--- src/rtl/ram_dma_engine.sv ---
// Block-transfer engine driving a single-port word RAM: COPY, FILL and CHECKSUM
// over a wrapping address window, with one command in flight at a time.
module ram_dma_engine #(
  parameter int unsigned SIZE = 14
) (
  input  logic            clk,
  input  logic            rst,
  input  logic            start,
  input  logic [1:0]      cmd,
  input  logic [SIZE-1:0] src,
  input  logic [SIZE-1:0] dst,
  input  logic [SIZE:0]   len,
  input  logic [31:0]     fill_val,
  output logic            busy,
  output logic            done,
  output logic            err,
  output logic [31:0]     checksum,
  output logic            mem_we,
  output logic [SIZE-1:0] mem_addr,
  output logic [31:0]     mem_wdata,
  input  logic [31:0]     mem_rdata
);

  localparam int unsigned LW = SIZE + 1;
  localparam int unsigned DW = 32;

  localparam logic [1:0] CMD_COPY = 2'd0;
  localparam logic [1:0] CMD_FILL = 2'd1;
  localparam logic [1:0] CMD_SUM  = 2'd2;
  localparam logic [1:0] CMD_BAD  = 2'd3;

  typedef enum logic [2:0] {IDLE, RD, WR, SUM, DONE} state_t;

  state_t          state;
  logic [1:0]      cmd_q;
  logic [SIZE-1:0] src_q;
  logic [SIZE-1:0] dst_q;
  logic [LW-1:0]   len_q;
  logic [LW-1:0]   idx;
  logic [DW-1:0]   fill_q;
  logic [DW-1:0]   wdata_q;
  logic            wr_rdata;
  logic            addr_vld;
  logic            data_vld;

  logic [LW-1:0]   idx_nx;
  logic [SIZE-1:0] src_nx;
  logic [SIZE-1:0] dst_cur;
  logic [SIZE-1:0] dst_nx;
  logic            last;

  // Address arithmetic truncates to SIZE bits so blocks wrap past the top of memory.
  assign idx_nx  = idx + LW'(1);
  assign src_nx  = src_q + idx_nx[SIZE-1:0];
  assign dst_cur = dst_q + idx[SIZE-1:0];
  assign dst_nx  = dst_q + idx_nx[SIZE-1:0];
  assign last    = (idx_nx == len_q);

  // COPY write data is the RAM read of the previous cycle, so it bypasses the register.
  assign mem_wdata = wr_rdata ? mem_rdata : wdata_q;

  always_ff @(posedge clk) begin
    if (!rst) begin
      state    <= IDLE;
      cmd_q    <= CMD_COPY;
      src_q    <= '0;
      dst_q    <= '0;
      len_q    <= '0;
      fill_q   <= '0;
      idx      <= '0;
      busy     <= 1'b0;
      done     <= 1'b0;
      err      <= 1'b0;
      checksum <= '0;
      mem_we   <= 1'b0;
      mem_addr <= '0;
      wdata_q  <= '0;
      wr_rdata <= 1'b0;
      addr_vld <= 1'b0;
      data_vld <= 1'b0;
    end else begin
      done     <= 1'b0;
      err      <= 1'b0;
      mem_we   <= 1'b0;
      mem_addr <= '0;
      wdata_q  <= '0;
      wr_rdata <= 1'b0;
      addr_vld <= 1'b0;
      data_vld <= addr_vld;

      case (state)
        IDLE: begin
          if (start) begin
            cmd_q  <= cmd;
            src_q  <= src;
            dst_q  <= dst;
            len_q  <= len;
            fill_q <= fill_val;
            idx    <= '0;
            if (cmd == CMD_SUM) begin
              checksum <= '0;
            end
            if (cmd == CMD_BAD || len == '0) begin
              state <= DONE;
              done  <= 1'b1;
              err   <= (cmd == CMD_BAD);
            end else begin
              busy <= 1'b1;
              case (cmd)
                CMD_COPY: begin
                  state    <= RD;
                  mem_addr <= src;
                end
                CMD_FILL: begin
                  state    <= WR;
                  mem_we   <= 1'b1;
                  mem_addr <= dst;
                  wdata_q  <= fill_val;
                end
                default: begin
                  state    <= SUM;
                  mem_addr <= src;
                  addr_vld <= 1'b1;
                end
              endcase
            end
          end
        end

        RD: begin
          state    <= WR;
          mem_we   <= 1'b1;
          mem_addr <= dst_cur;
          wr_rdata <= 1'b1;
        end

        WR: begin
          idx <= idx_nx;
          if (last) begin
            state <= DONE;
            done  <= 1'b1;
            busy  <= 1'b0;
          end else if (cmd_q == CMD_COPY) begin
            state    <= RD;
            mem_addr <= src_nx;
          end else begin
            mem_we   <= 1'b1;
            mem_addr <= dst_nx;
            wdata_q  <= fill_q;
          end
        end

        // Reads issue back-to-back; each word lands one cycle after its address.
        SUM: begin
          if (data_vld) begin
            checksum <= checksum + mem_rdata;
          end
          if (addr_vld) begin
            idx <= idx_nx;
            if (!last) begin
              mem_addr <= src_nx;
              addr_vld <= 1'b1;
            end
          end else begin
            state <= DONE;
            done  <= 1'b1;
            busy  <= 1'b0;
          end
        end

        DONE: begin
          state <= IDLE;
        end

        default: begin
          state <= IDLE;
          busy  <= 1'b0;
        end
      endcase
    end
  end

endmodule

--- config.mk ---
export PLATFORM = sky130hd
export DESIGN_NAME = ram_dma_engine
export DESIGN_NICKNAME = d
export VERILOG_FILES = /design/src/rtl/ram_dma_engine.sv
export SDC_FILE = /design/constraint.sdc
export NUM_CORES = 1
export LEC_CHECK = 0
export ABC_AREA = 0
export CAP_MARGIN = 25
export CORE_MARGIN = 5
export CORE_UTILIZATION = 54
export CTS_CLUSTER_SIZE = 12
export DETAILED_ROUTE_END_ITERATION = 8
export PLACE_DENSITY = 0.88
export SYNTH_ARGS = -nofsm -noshare
export SYNTH_HDL_FRONTEND = slang
export SYNTH_SLANG_ARGS = --single-unit
--- constraint.sdc ---
create_clock -name clk -period 3.6 [get_ports clk]
set_clock_uncertainty 0.2 [all_clocks]
set_input_delay 0.36 -clock clk [delete_from_list [all_inputs] [get_ports clk]]
set_output_delay 0.36 -clock clk [all_outputs]
set_load 0.03 [all_outputs]
## After elaboration in Yosys (flattened, before gate mapping)

Cells that the tools add are included.
Widths: inputs -> output; s select.

- Register bits: 180
- Input bits: 112
- Output and inout bits: 82

- $add $sub $neg: 5
- Equal/unequal tests: 16
- Mux-type cells: 52
- Bitwise gates (word level): 1
- Reduce and logical (&&, ||, !) cells: 15

Operator list:

| operator | number |
|---|---|
| $mux 32 | 9 |
| $pmux 32 s2 | 2 |
| $mux 14 | 7 |
| $pmux 14 s4 | 1 |
| $pmux 15 s3 | 1 |
| $add 14x14->14 | 3 |
| $add 32x32->32 | 1 |
| $mux 15 | 2 |
| $mux 1 | 19 |
| $add 15x1->15 const B | 1 |
| $eq 15x15->1 | 1 |
| $logic_not 15->1 | 1 |
| $mux 3 | 5 |
| $ne 2x2->1 const B | 7 |
| $pmux 3 s4 | 1 |
| $reduce_and 4->1 | 2 |
| $eq 3x2->1 const B | 2 |
| $pmux 1 s3 | 2 |
| $reduce_and 3->1 | 2 |
| $reduce_and 5->1 | 1 |
| $eq 2x2->1 const B | 2 |
| $logic_not 2->1 | 2 |
| $pmux 1 s4 | 1 |
| $pmux 2 s2 | 1 |
| other kinds (12) | 13 |

## Depth between registers and ports, before layout

Gate-level depths: netlist of run 1.

- Depth in word-level cells: 6
- Depth in mapped cells: 15
- Mapped depth without buffers: 14

## Worst setup path after synthesis of run 1

No wires, ideal clock.

- Path kind: flip-flop to flip-flop
- From: register idx[5]
- To: register mem_addr[13]
- Setup time: 74 ps
- Data arrival time: 2973 ps
- Required time: 3326 ps
- Path slack: 353 ps
- Cell stages (with the launch flop): 16
- Cell sequence: dfxtp_1 > buf_4 > and4_4 > buf_6 > nand2_2 > xnor2_1 > ha_1 > a21oi_1 > o21ai_0 > a31oi_1 > o21ai_0 > a2111o_1 > a31oi_1 > a21oi_1 > nand2b_1 > a31oi_1

- Word-level cells in the longest chain between the ends: 5

Ends and longest elaborated chain:

| what | line | text |
|---|---|---|
| from (decl) | 39 | `logic [LW-1:0] idx;` |
| from (signal assigned) | 138 | `idx <= idx_nx;` |
| from (signal assigned) | 159 | `idx <= idx_nx;` |
| $add 15x1->15 | 53 | `assign idx_nx = idx + LW'(1);` |
| $add 14x14->14 (tied with other cells) | 54 | `assign src_nx = src_q + idx_nx[SIZE-1:0];` |
| $mux 14, on equally long branches | 160, 143 |  |
| $mux 14, on equally long branches | 158, 139 |  |
| $pmux 14 s4 * | 91 | `case (state)` |
| to (signal assigned) | 112 | `mem_addr <= src;` |
| to (signal assigned) | 117 | `mem_addr <= dst;` |
| to (signal assigned) | 161 | `mem_addr <= src_nx;` |
| to (decl) | 19 | `output logic [SIZE-1:0] mem_addr,` |

Mark *: on every way between the ends. The rest lies on a longest branch, timed or not.
A chain may end at the register's enable or synchronous reset.

## Worst setup path after layout of run 1

- From: input port mem_rdata[0]
- To: register checksum[26]

- Word-level cells in the longest chain between the ends: 3

Ends and longest elaborated chain:

| what | line | text |
|---|---|---|
| from (decl) | 21 | `input logic [31:0] mem_rdata` |
| $add 32x32->32 | 156 | `checksum <= checksum + mem_rdata;` |
| $mux 32 | 155 | `if (data_vld) begin` |
| $pmux 32 s2 | 91 |  |
| to (signal assigned) | 156 |  |
| to (decl) | 17 | `output logic [31:0] checksum,` |

Every way passes these cells. The select of a mux whose other input is x is not followed.

==> results of run 1 <==
[power by group through the flow]
stage	clock [mW]	sequential, mW	combinational [mW]
after floorplan	0	2.34	1.02
after global placement	0	2.32	1.59
after detailed placement	0	2.33	1.63
after CTS	1.87	2.28	1.65
after global routing	1.94	2.30	1.81
final	1.85	2.29	1.67
[stage by stage]
step / TNS [ps] / cells
final: 0 / 1854
after global routing: 0 / 1854
after CTS: 0 / 1854
after detailed placement: -329.9 / 1824
after global placement: -73.40 / 1823
after floorplan: 0 / 1380
[synthesized netlist by cell type, drive strengths merged (13+ instances only)]
| master | number | area share (%) |
|---|---|---|
| a211oi | 16 | 1.1 |
| dfxtp | 180 | 32 |
| xnor2 | 45 | 3.5 |
| nor3 | 26 | 1.1 |
| nor2 | 56 | 1.9 |
| nand2b | 14 | 0.77 |
| o22ai | 14 | 0.77 |
| a31oi | 14 | 0.77 |
| buf | 20 | 1.3 |
| clkbuf | 63 | 2.1 |
| nand3 | 24 | 1.1 |
| a21boi | 83 | 5.5 |
| nand2 | 240 | 8.0 |
| o21ai | 72 | 3.2 |
| a32o | 35 | 3.1 |
| xor2 | 40 | 3.2 |
| nor2b | 31 | 1.7 |
| a22oi | 32 | 2.1 |
| o211ai | 13 | 0.86 |
| mux2 | 34 | 3.4 |
| inv | 32 | 1.1 |
| a21oi | 76 | 3.4 |
| ha | 73 | 8.0 |
| a21o | 24 | 1.6 |
[sequential cells by signal, summed over array words and instances, names as in the netlist]
name,cells
checksum,32
done,1
dst_q,14
idx,15
src_q,14
cmd_q,2
addr_vld,1
mem_we,1
state,3
busy,1
fill_q,32
mem_addr,14
err,1
data_vld,1
len_q,15
wr_rdata,1
wdata_q,32
[repair_timing]
item	4_1_cts	5_1_grt
endpoints found under the hold margin	0	0
setup endpoints to repair	0	2
gates resized for setup	0	10
buffers inserted	0	0
[cells by family after synthesis]
logic type                 Yosys count  share of synthesized area, %
and+or+nand+nor                    452                         18.64
adders and majority gates           77                         8.705
DFF                                180                         31.58
xor gates and xnor gates            85                         6.655
AOI/OAI and AO/OA                  433                         26.39
muxes                               37                         3.618
buffers and inverters              116                         4.418
[path summary, 6_finish.rpt]
check	slack (ps)	endpoint
worst max-delay path	220	checksum[26]
worst min-delay path	270	fill_q[3]
worst max register to register	230	checksum[26]
worst min register to register	270	fill_q[3]
[routing by layer]
metal / vias up / GRT usage, % / part of all wire, %
met5: - / 0 / 0
met4: 0 / 12.67 / 4.1
li1: 5343 / - / -
met1: 5333 / 34.93 / 39
met2: 634 / 48.99 / 48
met3: 124 / 4.812 / 8.4
[worst reg2reg max path, delay by kind of cell (launching register included)]
family / cells / cell delay, ps
AO/OA/AOI/OAI: 7 / 1560
adder cells (fa/ha/maj): 2 / 640
flip-flops: 1 / 340
buffers and inverters: 1 / 190
XOR/XNOR: 1 / 170
AND/OR/NAND/NOR: 1 / 150
[final cells by class]
type / count / share of cell area [%]
Clock buffer: 19 / 3.014
Timing Repair Buffer: 252 / 16.52
Sequential cell: 180 / 25.13
Inverter: 33 / 0.8624
Clock inverter: 11 / 0.9059
Multi-Input combinational cell: 1084 / 51.17
Tap cell: 275 / 2.395
==> results.ini, run 1 <==
[floorplanning]
die_h_um=155.4
die_x_um=155.4
rows=53
start_util_pct=54.63
die_area_mm2=0.02414
num_io_pins=194
core_area_mm2=0.02089

[setup_path]
cp.required_ps=3690
cp_max_fo=3
slowest_stage=clkdlybuf4s50_1
crit_path_start_kind=primary input
critical-path-top-delay-family=compound AO/OA/AOI/OAI gates
crit_type=in2reg
path_cells=clkdlybuf4s50_1 > ha_1 > fa_1 > a211oi_1 > o211ai_1 > a221oi_1 > buf_4 > o31ai_1 > a41oi_1 > nand2_1 > a21oi_1 > xor2_1 > o21ai_0
worstSetupStartpoint=mem_rdata[0]
path_buf_inv=2
arrival_ps=3470
reg2reg_depth=12
cpPeakStageDelay_ps=420
reg2reg_from=checksum[0]
worstSetupEndpointType=flop
crit_cells=13

[route]
wl_mm=35.81
wire_per_inst_um=19.32
dr.pass1.iters=5
avgViaCountPerCell=6.167
vias=11430
drc=0
drt_iter0_drc=1076
ant_nets=0

[placed_design]
pre_cts_ws_ps=-121.3
place_hpwl_mm=26.38
port_buffers=193
place_congestion=0.9620
place_area_mm2=0.01375

[synth]
ys_async_sr_fraction_pct=0
syn_inst=1380
synth_area_mm2=0.01141
yosys_warnings=0
synth-seq-area-share_pct=31.58
syn_nets=1569
synthDistinctLibCells=77
synth_ff_type=dfxtp_1
syn-mean-instance-area_um2=8.270
synth_seq_cells=180
synth-edff-count=0

[global_routing]
grt_usage_pct=28.48
grt_max_degree=64
grt_first_pass_wirelength_mm=56.26
antenna_found_initial=0
grt-ovfl-total=0
grt_pass1_vias=11110

[sta]
rsz0062_at_grt=no
final_max_slew_viol_count=0
setup_viol=0
fin_crit_ps=3376
max_freq_ghz=0.2962
fin_ws_ps=223.6
final_hold_viol_count=0
tightest_slew_ps=903.5
fin_crit_sh_pct=93.79
whs_ps=265.3
slew_headroom_pct=39.54

[power_and_ir_drop]
netSwitchingFraction_pct=33.62
power_mw=5.804
clkPwrFrac_pct=31.9
seqPwrFrac_pct=39.4
internal_power_mw=3.852
switching_power_mw=1.951
peakVddDrop_uv=411.4
power_leakage_nw=5.719
power_density_mw_per_mm2=404.0
p_comb_share_pct=28.8

[layout]
drive_gt1_share_pct=9.816
areaGrowthSynthToFinish_pct=25.86
fin_area_mm2=0.01436
final_common_cell=nand2_1
diodes=0
final_cell_mix=nand2_1, clkdlybuf4s50_1, dfxtp_1, a21boi_0, a21oi_1
fillers=1626
multi_input_area_mm2=0.007350
nNetsFinal=1757
seq_area_mm2=0.003610
final_util_pct=68.76

[min_path]
min_delay_path_depth=2
hold_start=fill_q[3]
holdCritPathClass=reg2reg

[clock_network]
clkSlewWorstSetupHoldPaths_ps=70
hold_buffers=0
cts_sinks=180
h-tree-depth=4
numCtsBuffers=17
insertion_delay_ps=430
cts_tree=yes
cts_root_buf=clkbuf_16
cts_buffer_depth=2

[run]
maxCapViolCount=0

[status]
status=finished, final reports clean

Note: power is estimated with default switching activity, not from simulation.
==> run 2, diff against run 1 <==
--- a/config.mk
+++ b/config.mk
@@ -8,10 +8,10 @@
 export ABC_AREA = 0
 export CAP_MARGIN = 25
 export CORE_MARGIN = 5
-export CORE_UTILIZATION = 54
+export CORE_UTILIZATION = 45
 export CTS_CLUSTER_SIZE = 12
 export DETAILED_ROUTE_END_ITERATION = 8
-export PLACE_DENSITY = 0.88
+export PLACE_DENSITY = 0.76
 export SYNTH_ARGS = -nofsm -noshare
 export SYNTH_HDL_FRONTEND = slang
 export SYNTH_SLANG_ARGS = --single-unit
==> run 2 against run 1 <==
Effect of this change:
- clock power rose by 4%
- critical path depth fell by 3
- core utilization fell by 11 points
- worst hold slack got worse by 95 ps
- combinational power barely moved
- setup slack got worse by 18 ps
- clock-buffer cell count rose by 2
- register-to-register slack got worse by 20 ps
- sequential share of layout area fell by 0.18 points
- total power rose by 1.3%
- first-iteration DRC count fell by 10%
- fmax fell by 0.54%
- largest cell class unchanged
- highest routed layer unchanged
==> results.ini, run 2 (same netlist as run 1, synthesis figures left out) <==
[route]
dr.pass1.iters=7  ; +2
wire_per_inst_um=18.06  ; -6.5%
drc=0  ; unchanged
ant_nets=0  ; unchanged
vias=10970  ; -4.0%
wl_mm=34.56  ; -3.5%
avgViaCountPerCell=5.737  ; -7.0%
drt_iter0_drc=967  ; -10%

[layout]
top_regs=checksum: 32 flops, fill_q: 32 flops, wdata_q: 32 flops
drive_gt1_share_pct=9.861  ; +0.045 points
nNetsFinal=1758  ; +0.057%
final_common_cell=nand2_1
areaGrowthSynthToFinish_pct=26.74
instances_no_fill=1913  ; +3.2%
final_cell_mix=nand2_1, clkdlybuf4s50_1, dfxtp_1, a21boi_0, a21oi_1

[status]
status=finished, final reports clean

[global_routing]
grt_usage_pct=22.79  ; -5.7 points
grt-ovfl-total=0  ; unchanged
grt_max_degree=77  ; +20%
grt_first_pass_wirelength_mm=53.40  ; -5.1%
grt_pass1_vias=10250  ; -7.8%
antenna_found_initial=0  ; unchanged

[floorplanning]
die_h_um=169.3  ; +8.9%
die_x_um=169.3  ; +8.9%
start_util_pct=45.45  ; -9.2 points
num_io_pins=194  ; unchanged
die_area_mm2=0.02865  ; +19%
core_area_mm2=0.02511  ; +20%
rows=58  ; +9.4%

[clock_network]
cts_buffer_depth=2  ; unchanged
post_cts_buffers=0  ; unchanged
cts_tree=yes
cts_root_buf=clkbuf_16
h-tree-depth=4  ; unchanged
numCtsBuffers=17  ; unchanged
insertion_delay_ps=430  ; about the same
hold_buffers=0  ; unchanged
cts_sinks=180  ; unchanged
clkSlewWorstSetupHoldPaths_ps=80  ; about the same

[sta]
fin_crit_sh_pct=94.30  ; +0.51 points
setup_viol=0  ; unchanged
max_freq_ghz=0.2946  ; -0.54%
rsz0062_at_grt=no
fin_crit_ps=3395  ; +18.36 ps
final_max_slew_viol_count=0  ; unchanged
slew_headroom_pct=42.62  ; +3.1 points
tightest_slew_ps=857.5  ; -46.04 ps
whs_ps=169.8  ; -95.47 ps
final_hold_viol_count=0  ; unchanged
fin_ws_ps=205.2  ; -18.36 ps
finalSetupTns_ps=0  ; unchanged

[min_path]
holdCritPathClass=in2reg
min_delay_path_depth=3  ; +1

[setup_path]
arrival_ps=3510  ; +40 ps
crit_path_start_kind=flop
worstSetupEndpointType=flop
crit_type=reg2reg
cp_max_fo=14  ; +11
reg2reg_depth=10  ; -2
cp.required_ps=3710  ; +20 ps

[power_and_ir_drop]
power_leakage_nw=5.727  ; +0.15%
power_density_mw_per_mm2=406.4  ; +0.58%
power_mw=5.878  ; +1.3%
peakVddDrop_uv=297.7  ; -28%

[run]
maxCapViolCount=0  ; unchanged

[placed_design]
port_buffers=193  ; unchanged
place_congestion=0.9071  ; -5.7%
pre_cts_ws_ps=-107.8  ; +13.46 ps
dp.cells=1879  ; +3.0%
place_hpwl_mm=26.12  ; -0.98%

## run 2: power by group
group	internal (mW)	total [mW]	switching, mW
Sequential	2.16	2.28	0.120
Combinational	0.682	1.67	0.992
Clock	1.06	1.93	0.865
## run 2: worst max-delay path, stage by stage (launching register included)
cell	delay, ps
dfxtp_1	350
ha_2	240
and2_1	190
nor4b_4	250
xor2_2	180
or2_2	330
a2111oi_4	500
a211oi_2	150
and4_1	360
buf_4	260
a32o_1	260
## run 2: path summary, 6_finish.rpt
kind	slack (ps)	start	to
min reg2reg	260	fill_q[7]	fill_q[7]
max	210	idx[0]	wdata_q[19]
max reg2reg	210	idx[0]	wdata_q[19]
min	170	rst	err
## run 2: routing by layer
| layer | GRT usage [%] | vias to the layer above | wire length [µm] |
|---|---|---|---|
| li1 | - | 5340 | - |
| met1 | 30.23 | 5165 | 14980 |
| met2 | 38.93 | 425 | 16370 |
| met3 | 3.564 | 44 | 2598 |
| met4 | 5.810 | 0 | 597 |
| met5 | 0 | - | 0 |
## run 2: timing repair
action / 4_1_cts / 5_1_grt
endpoints found under the setup margin: 0 / 3
hold endpoints to repair: 0 / 0
resized for setup: 0 / 7
## run 2: metrics by stage
step                      utilization [%]  cell area [µm²]
after floorplan                         -            11410
after CTS                           57.47            14430
after detailed placement            55.12            13840
final                               57.60            14460
after global placement              55.01            13810
after global routing                57.59            14460
## run 2: layout make-up
cell class | count | area (µm²)
Inverter | 33 | 123.9
Clock inverter | 11 | 141.4
Timing Repair Buffer | 253 | 2401
Fill cell | 2295 | 10650
Clock buffer | 21 | 450.4
Multi-Input combinational cell | 1084 | 7323
Antenna cell | 1 | 2.502
Tap cell | 330 | 412.9
Sequential cell | 180 | 3608
